==> src/rtl/cla_pipe_adder.sv <==
// Pipelined carry-lookahead adder/subtractor: one SEG-bit segment per stage,
// valid/ready handshake with a global stall when the output is not taken.
module cla_pipe_adder #(
  parameter int WIDTH = 32,
  parameter int SEG   = 8
) (
  input  logic             clk,
  input  logic             rst,
  input  logic             in_valid,
  output logic             in_ready,
  input  logic [WIDTH-1:0] a,
  input  logic [WIDTH-1:0] b,
  input  logic             cin,
  input  logic             sub,
  output logic             out_valid,
  input  logic             out_ready,
  output logic [WIDTH-1:0] sum,
  output logic             cout,
  output logic             ovf
);

  localparam int STAGES = WIDTH / SEG;

  if (WIDTH % SEG != 0) begin : g_bad_seg
    $error("cla_pipe_adder: WIDTH must be an integer multiple of SEG");
  end

  // Flat sum-of-products lookahead: every carry is formed directly from the
  // segment carry-in and the per-bit generate/propagate terms.
  function automatic logic [SEG:0] cla_seg(input logic [SEG-1:0] x,
                                           input logic [SEG-1:0] y,
                                           input logic ci);
    logic [SEG-1:0] g, p, s;
    logic [SEG:0]   c;
    logic           run;
    g    = x & y;
    p    = x ^ y;
    c    = '0;
    c[0] = ci;
    for (int i = 0; i < SEG; i++) begin
      run = 1'b1;
      c[i+1] = 1'b0;
      for (int j = i; j >= 0; j--) begin
        c[i+1] = c[i+1] | (run & g[j]);
        run    = run & p[j];
      end
      c[i+1] = c[i+1] | (run & ci);
    end
    s = p ^ c[SEG-1:0];
    return {c[SEG], s};
  endfunction

  logic             stall;
  logic [WIDTH-1:0] b_eff;
  logic             cin_eff;
  logic             ovf_q;

  assign stall    = out_valid & ~out_ready;
  assign in_ready = ~stall;
  assign b_eff    = sub ? ~b : b;
  assign cin_eff  = sub | cin;

  for (genvar k = 0; k < STAGES; k++) begin : g_stage
    localparam int IN  = WIDTH - k * SEG;
    localparam int REM = IN - SEG;
    localparam int ACC = (k + 1) * SEG;

    logic            vld_in, c_in;
    logic [IN-1:0]   a_in, b_in;
    logic [SEG:0]    seg;
    logic            vld_q, c_q;
    logic [ACC-1:0]  s_q;

    assign seg = cla_seg(a_in[SEG-1:0], b_in[SEG-1:0], c_in);

    if (k == 0) begin : g_head
      assign vld_in = in_valid;
      assign c_in   = cin_eff;
      assign a_in   = a;
      assign b_in   = b_eff;

      always_ff @(posedge clk or posedge rst) begin
        if (rst)         s_q <= '0;
        else if (!stall) s_q <= seg[SEG-1:0];
      end
    end else begin : g_head
      assign vld_in = g_stage[k-1].vld_q;
      assign c_in   = g_stage[k-1].c_q;
      assign a_in   = g_stage[k-1].g_rem.a_q;
      assign b_in   = g_stage[k-1].g_rem.b_q;

      // completed segments accumulate below the one finished here
      always_ff @(posedge clk or posedge rst) begin
        if (rst)         s_q <= '0;
        else if (!stall) s_q <= {seg[SEG-1:0], g_stage[k-1].s_q};
      end
    end

    always_ff @(posedge clk or posedge rst) begin
      if (rst) begin
        vld_q <= 1'b0;
        c_q   <= 1'b0;
      end else if (!stall) begin
        vld_q <= vld_in;
        c_q   <= seg[SEG];
      end
    end

    if (REM > 0) begin : g_rem
      logic [REM-1:0] a_q, b_q;
      always_ff @(posedge clk or posedge rst) begin
        if (rst) begin
          a_q <= '0;
          b_q <= '0;
        end else if (!stall) begin
          a_q <= a_in[IN-1:SEG];
          b_q <= b_in[IN-1:SEG];
        end
      end
    end

    if (k == STAGES - 1) begin : g_ovf
      always_ff @(posedge clk or posedge rst) begin
        if (rst)
          ovf_q <= 1'b0;
        else if (!stall)
          ovf_q <= (a_in[SEG-1] == b_in[SEG-1]) & (seg[SEG-1] != a_in[SEG-1]);
      end
    end
  end

  assign out_valid = g_stage[STAGES-1].vld_q;
  assign sum       = g_stage[STAGES-1].s_q;
  assign cout      = g_stage[STAGES-1].c_q;
  assign ovf       = ovf_q;

endmodule
==> config.mk <==
export PLATFORM = sky130hd
export DESIGN_NAME = cla_pipe_adder
export DESIGN_NICKNAME = d
export VERILOG_FILES = /design/src/rtl/cla_pipe_adder.sv
export SDC_FILE = /design/constraint.sdc
export NUM_CORES = 1
export LEC_CHECK = 0
export BUFFER_PORTS_ARGS = -buffer_cell sky130_fd_sc_hd__buf_2
export CORE_ASPECT_RATIO = 1.25
export CORE_MARGIN = 5
export CORE_UTILIZATION = 60
export DETAILED_ROUTE_END_ITERATION = 6
export GPL_ROUTABILITY_DRIVEN = 0
export PLACE_DENSITY_LB_ADDON = 0.15
export SLEW_MARGIN = 15
export SYNTH_ARGS = -nofsm -noshare
export SYNTH_HDL_FRONTEND = slang
export SYNTH_SLANG_ARGS = --single-unit
==> constraint.sdc <==
create_clock -name clk -period 12.86 [get_ports clk]
set_input_delay 1.929 -clock clk [delete_from_list [all_inputs] [get_ports clk]]
set_output_delay 1.929 -clock clk [all_outputs]
set_load 0.1 [all_outputs]
After elaboration in Yosys (flattened, before gate mapping)
Cells that the tools add are included.

storage, ports and cells
  word-level logic and storage cells = 440
  register bits = 185
  output and inout port bits = 36
  input port bits = 70

cells by class
  multiplexer cells = 1
  equal/unequal tests = 2
  bitwise gates (word level) = 418

operators by type and width
  operator     count
  $and 1x1->1  258
  $or 1x1->1   145
  $xor 8x8->8  8
  $and 8x8->8  4
  $mux 32      1
  $not 32->32  1
  $not 1->1    2
  $eq 1x1->1   1
  $ne 1x1->1   1

Logic depth before layout (Yosys ltp)
  depth after elaboration = 12
  depth in mapped cells = 10
  gate-level depth less buffers = 8

Worst setup path after synthesis
Ideal clock, no wire load.

  path kind = input port to output port
  start point = in out_ready
  end point = out in_ready
  stages = 4
  path slack = 7529 ps
  path buffers = 2
  arrival time = 3402 ps
  required time = 10931 ps
  cell sequence = nor2b_1 -> inv_2 -> clkbuf_1 -> buf_1

between the ends
  word-level cells in the longest chain between the ends = 3

RTL lines
  item             line  source
  start, declared  16    input logic out_ready,
  $not 1->1        58    assign stall = out_valid & ~out_ready;
  $and 1x1->1      58
  $not 1->1        59    assign in_ready = ~stall;
  end, declared    10    output logic in_ready,

No other way between the ends.

Worst setup path after layout
Ends and elaborated chain as after synthesis.

==> results_dict.tcl <==
set metrics [dict create \
    holdCritStartpoint "sum[0]$_DFFE_PP0N_" \
    post-route-min-period_ns 5.97 \
    fin_nets 1079 \
    finClkSkew_ns 0.00668 \
    syn_inst 888 \
    p_total_w 0.00270 \
    design.core.area_um2 13300 \
    p_leak_nw 4.89 \
    r2r_setup_slack_ns 9.86 \
    cts.path.max_buffers 2 \
    syn_area_um2 8200 \
    worst_skew_pair.late_latency_ns 0.43 \
    setup_viol_count_final 0 \
    core.rowCount 47 \
    grt_usage_pct 20.1 \
    synth-seq-cells 185 \
    syn_to_final_growth_pct 14.5 \
    drtPass1Iterations 4 \
    dieWidth_um 115 \
    worstMarginPinSlew_ns 1.11 \
    postCtsSetupBuffers 0 \
    drtAntennaViolNets 0 \
    drtIter0Drc 465 \
    final-hold-violation-count 0 \
    ir_drop_v 0.000211 \
    min_delay_worst_endpoint "sum[0]$_DFFE_PP0N_" \
    cts_hold_buf 0 \
    drv_cap 0 \
    hold_depth 2 \
    power.density_nw_per_um2 288 \
    async_flop_share_pct 100 \
    ys_warn_count 0 \
    worstPathRequired_ns 10.93 \
    clkTransAtPathRegs_ns 0.06 \
    clock-sinks 185 \
    period_share_pct 46.4 \
    wire_per_inst_um 13.0 \
    grt_remaining_overflow 0 \
    drc 0 \
    die_h_um 141 \
    fmax_ghz 0.167 \
    r2r.worst_path.cells 6 \
    synth-edff-count 0 \
    tritoncts "done" \
    crit_fanout 115 \
    status "complete, no violations" \
    r2r_end "g_stage[0].s_q[0]$_DFFE_PP0N_" \
    grt_max_degree 116 \
    wirelength_mm 15.1 \
    slew_violations 0 \
    synth_flop_cell "dfrtp_1" \
    syn_nets 994 \
    cts_resized 0 \
    max-slew-margin-rel_pct 25.7 \
    die-area_um2 16100 \
    cp-start-kind "input port" \
    grt_pass1_vias 5586 \
    start_util_pct 61.4 \
    worst-setup-path-type "input port to primary output" \
    antenna_found_initial 0 \
    r2r-start "out_valid$_DFFE_PP0N_" \
    synth_cell_type_count 40 \
    vias 5772 \
    clk_root_buffer_cell "clkbuf_16" \
    hold_path.class "flip-flop to flip-flop" \
    io_buffer_count 105 \
    drt-vias-per-instance 4.99 \
    dp_hpwl_mm 9.55 \
    diodes 0 \
    ios 106 \
    seq_area_frac_synth_pct 56.4 \
    cts_buffers 17 \
    layout-drive-gt1-share_pct 14.8 \
    crit_arrival_ns 4.04 \
    grt_pass1_wl_mm 26.0 \
    setup_tns_ns 0 \
    synth_area_per_cell_um2 9.24 \
    rsz0062_at_grt "false" \
    post-route-util_pct 70.4 \
    htree_num_levels 4 \
    crit_path_end_kind "primary output" \
]
## power breakdown
group          switching, W  internal [W]
clock network      0.000209      0.000315
registers          0.000142      0.000843
logic              0.000849      0.000347
## metrics by stage
stage                     worst slack (ns)  hold slack [ns]  instance area (um2)  cells
final                                 6.89            0.459                 9390   1156
after detailed placement              6.92            0.451                 8800   1125
after CTS                             6.92            0.465                 9390   1156
after floorplan                       5.90            0.430                 8200    888
after global placement                6.93            0.443                 8800   1125
after global routing                  6.72            0.477                 9390   1156
## layout make-up
class / count / area (um2)
clock buffer: 24 / 472
clock inverter: 7 / 118
fill: 1067 / 3960
inverter: 6 / 32.5
multi-input combinational: 653 / 3370
sequential: 185 / 4630
tap: 171 / 214
timing repair buffer: 110 / 563
## sequential cells by signal, indices dropped and copies added (netlist names)
signal,flops
cout,1
g_stage.vld_q,3
out_valid,1
sum,32
g_stage.g_rem.a_q,48
g_stage.s_q,48
g_stage.c_q,3
ovf,1
g_stage.g_rem.b_q,48
## synthesized netlist by cell type, types with 9 or more instances
| master | n | area [um2] |
|---|---|---|
| a21o_1 | 9 | 67.6 |
| a21oi_1 | 24 | 120 |
| buf_2 | 16 | 80.1 |
| clkbuf_1 | 22 | 82.6 |
| dfrtp_1 | 185 | 4630 |
| ha_1 | 32 | 400 |
| nand2_1 | 422 | 1580 |
| nor2_1 | 24 | 90.1 |
| o21ai_1 | 41 | 205 |
| xnor2_1 | 37 | 324 |
| xor2_1 | 20 | 175 |
## metal layers
metal,part of all wire (%),up-vias,global-route usage [%]
met1,46,2663,26.8
li1,-,3000,-
met5,0,-,0
met2,49,90,32.4
met4,1.8,0,6.75
met3,3.6,19,4.80
## worst max-delay path by stage
stage	from	end	slack [ns]	cells after the start
6_report	out_ready	in_ready	6.89	5
2_1_floorplan	rst	cout$_DFFE_PP0N_	5.90	1
3_5_place_dp	out_ready	in_ready	6.92	5
3_3_place_gp	out_ready	in_ready	6.93	5
5_1_grt	out_ready	in_ready	6.72	5
4_1_cts	out_ready	in_ready	6.92	5
## cell families (layout without fill, tap and decap cells)
kind of cell	after synthesis	in the layout	synth area share, %
AOI/OAI and AO/OA	103	103	7.67
xor gates and xnor gates	57	57	6.09
adders and majority gates	36	36	5.86
buffers and inverters	50	147	2.62
DFF	185	185	56.4
muxes	1	1	0.137
and+or+nand+nor	456	456	21.2
## critical path: stages
cell	delay (ns)
buf_2	0.11
nor2b_4	0.09
buf_4	0.84
inv_4	0.52
buf_2	0.46
## cells in the final DEF, fill, tap and decap left out, types with 4 or more instances in the layout
cell type and count:
nand2_1 422, buf_2 105, o21ai_1 41, ha_1 32
o31ai_1 5, nor2_1 24, clkbuf_1 5, a21o_1 9
fa_1 4, xnor2_1 37, xor2_1 20, a21oi_1 24
dfrtp_1 185, buf_4 5, clkbuf_16 17
Power figures use the tool's default switching activity.
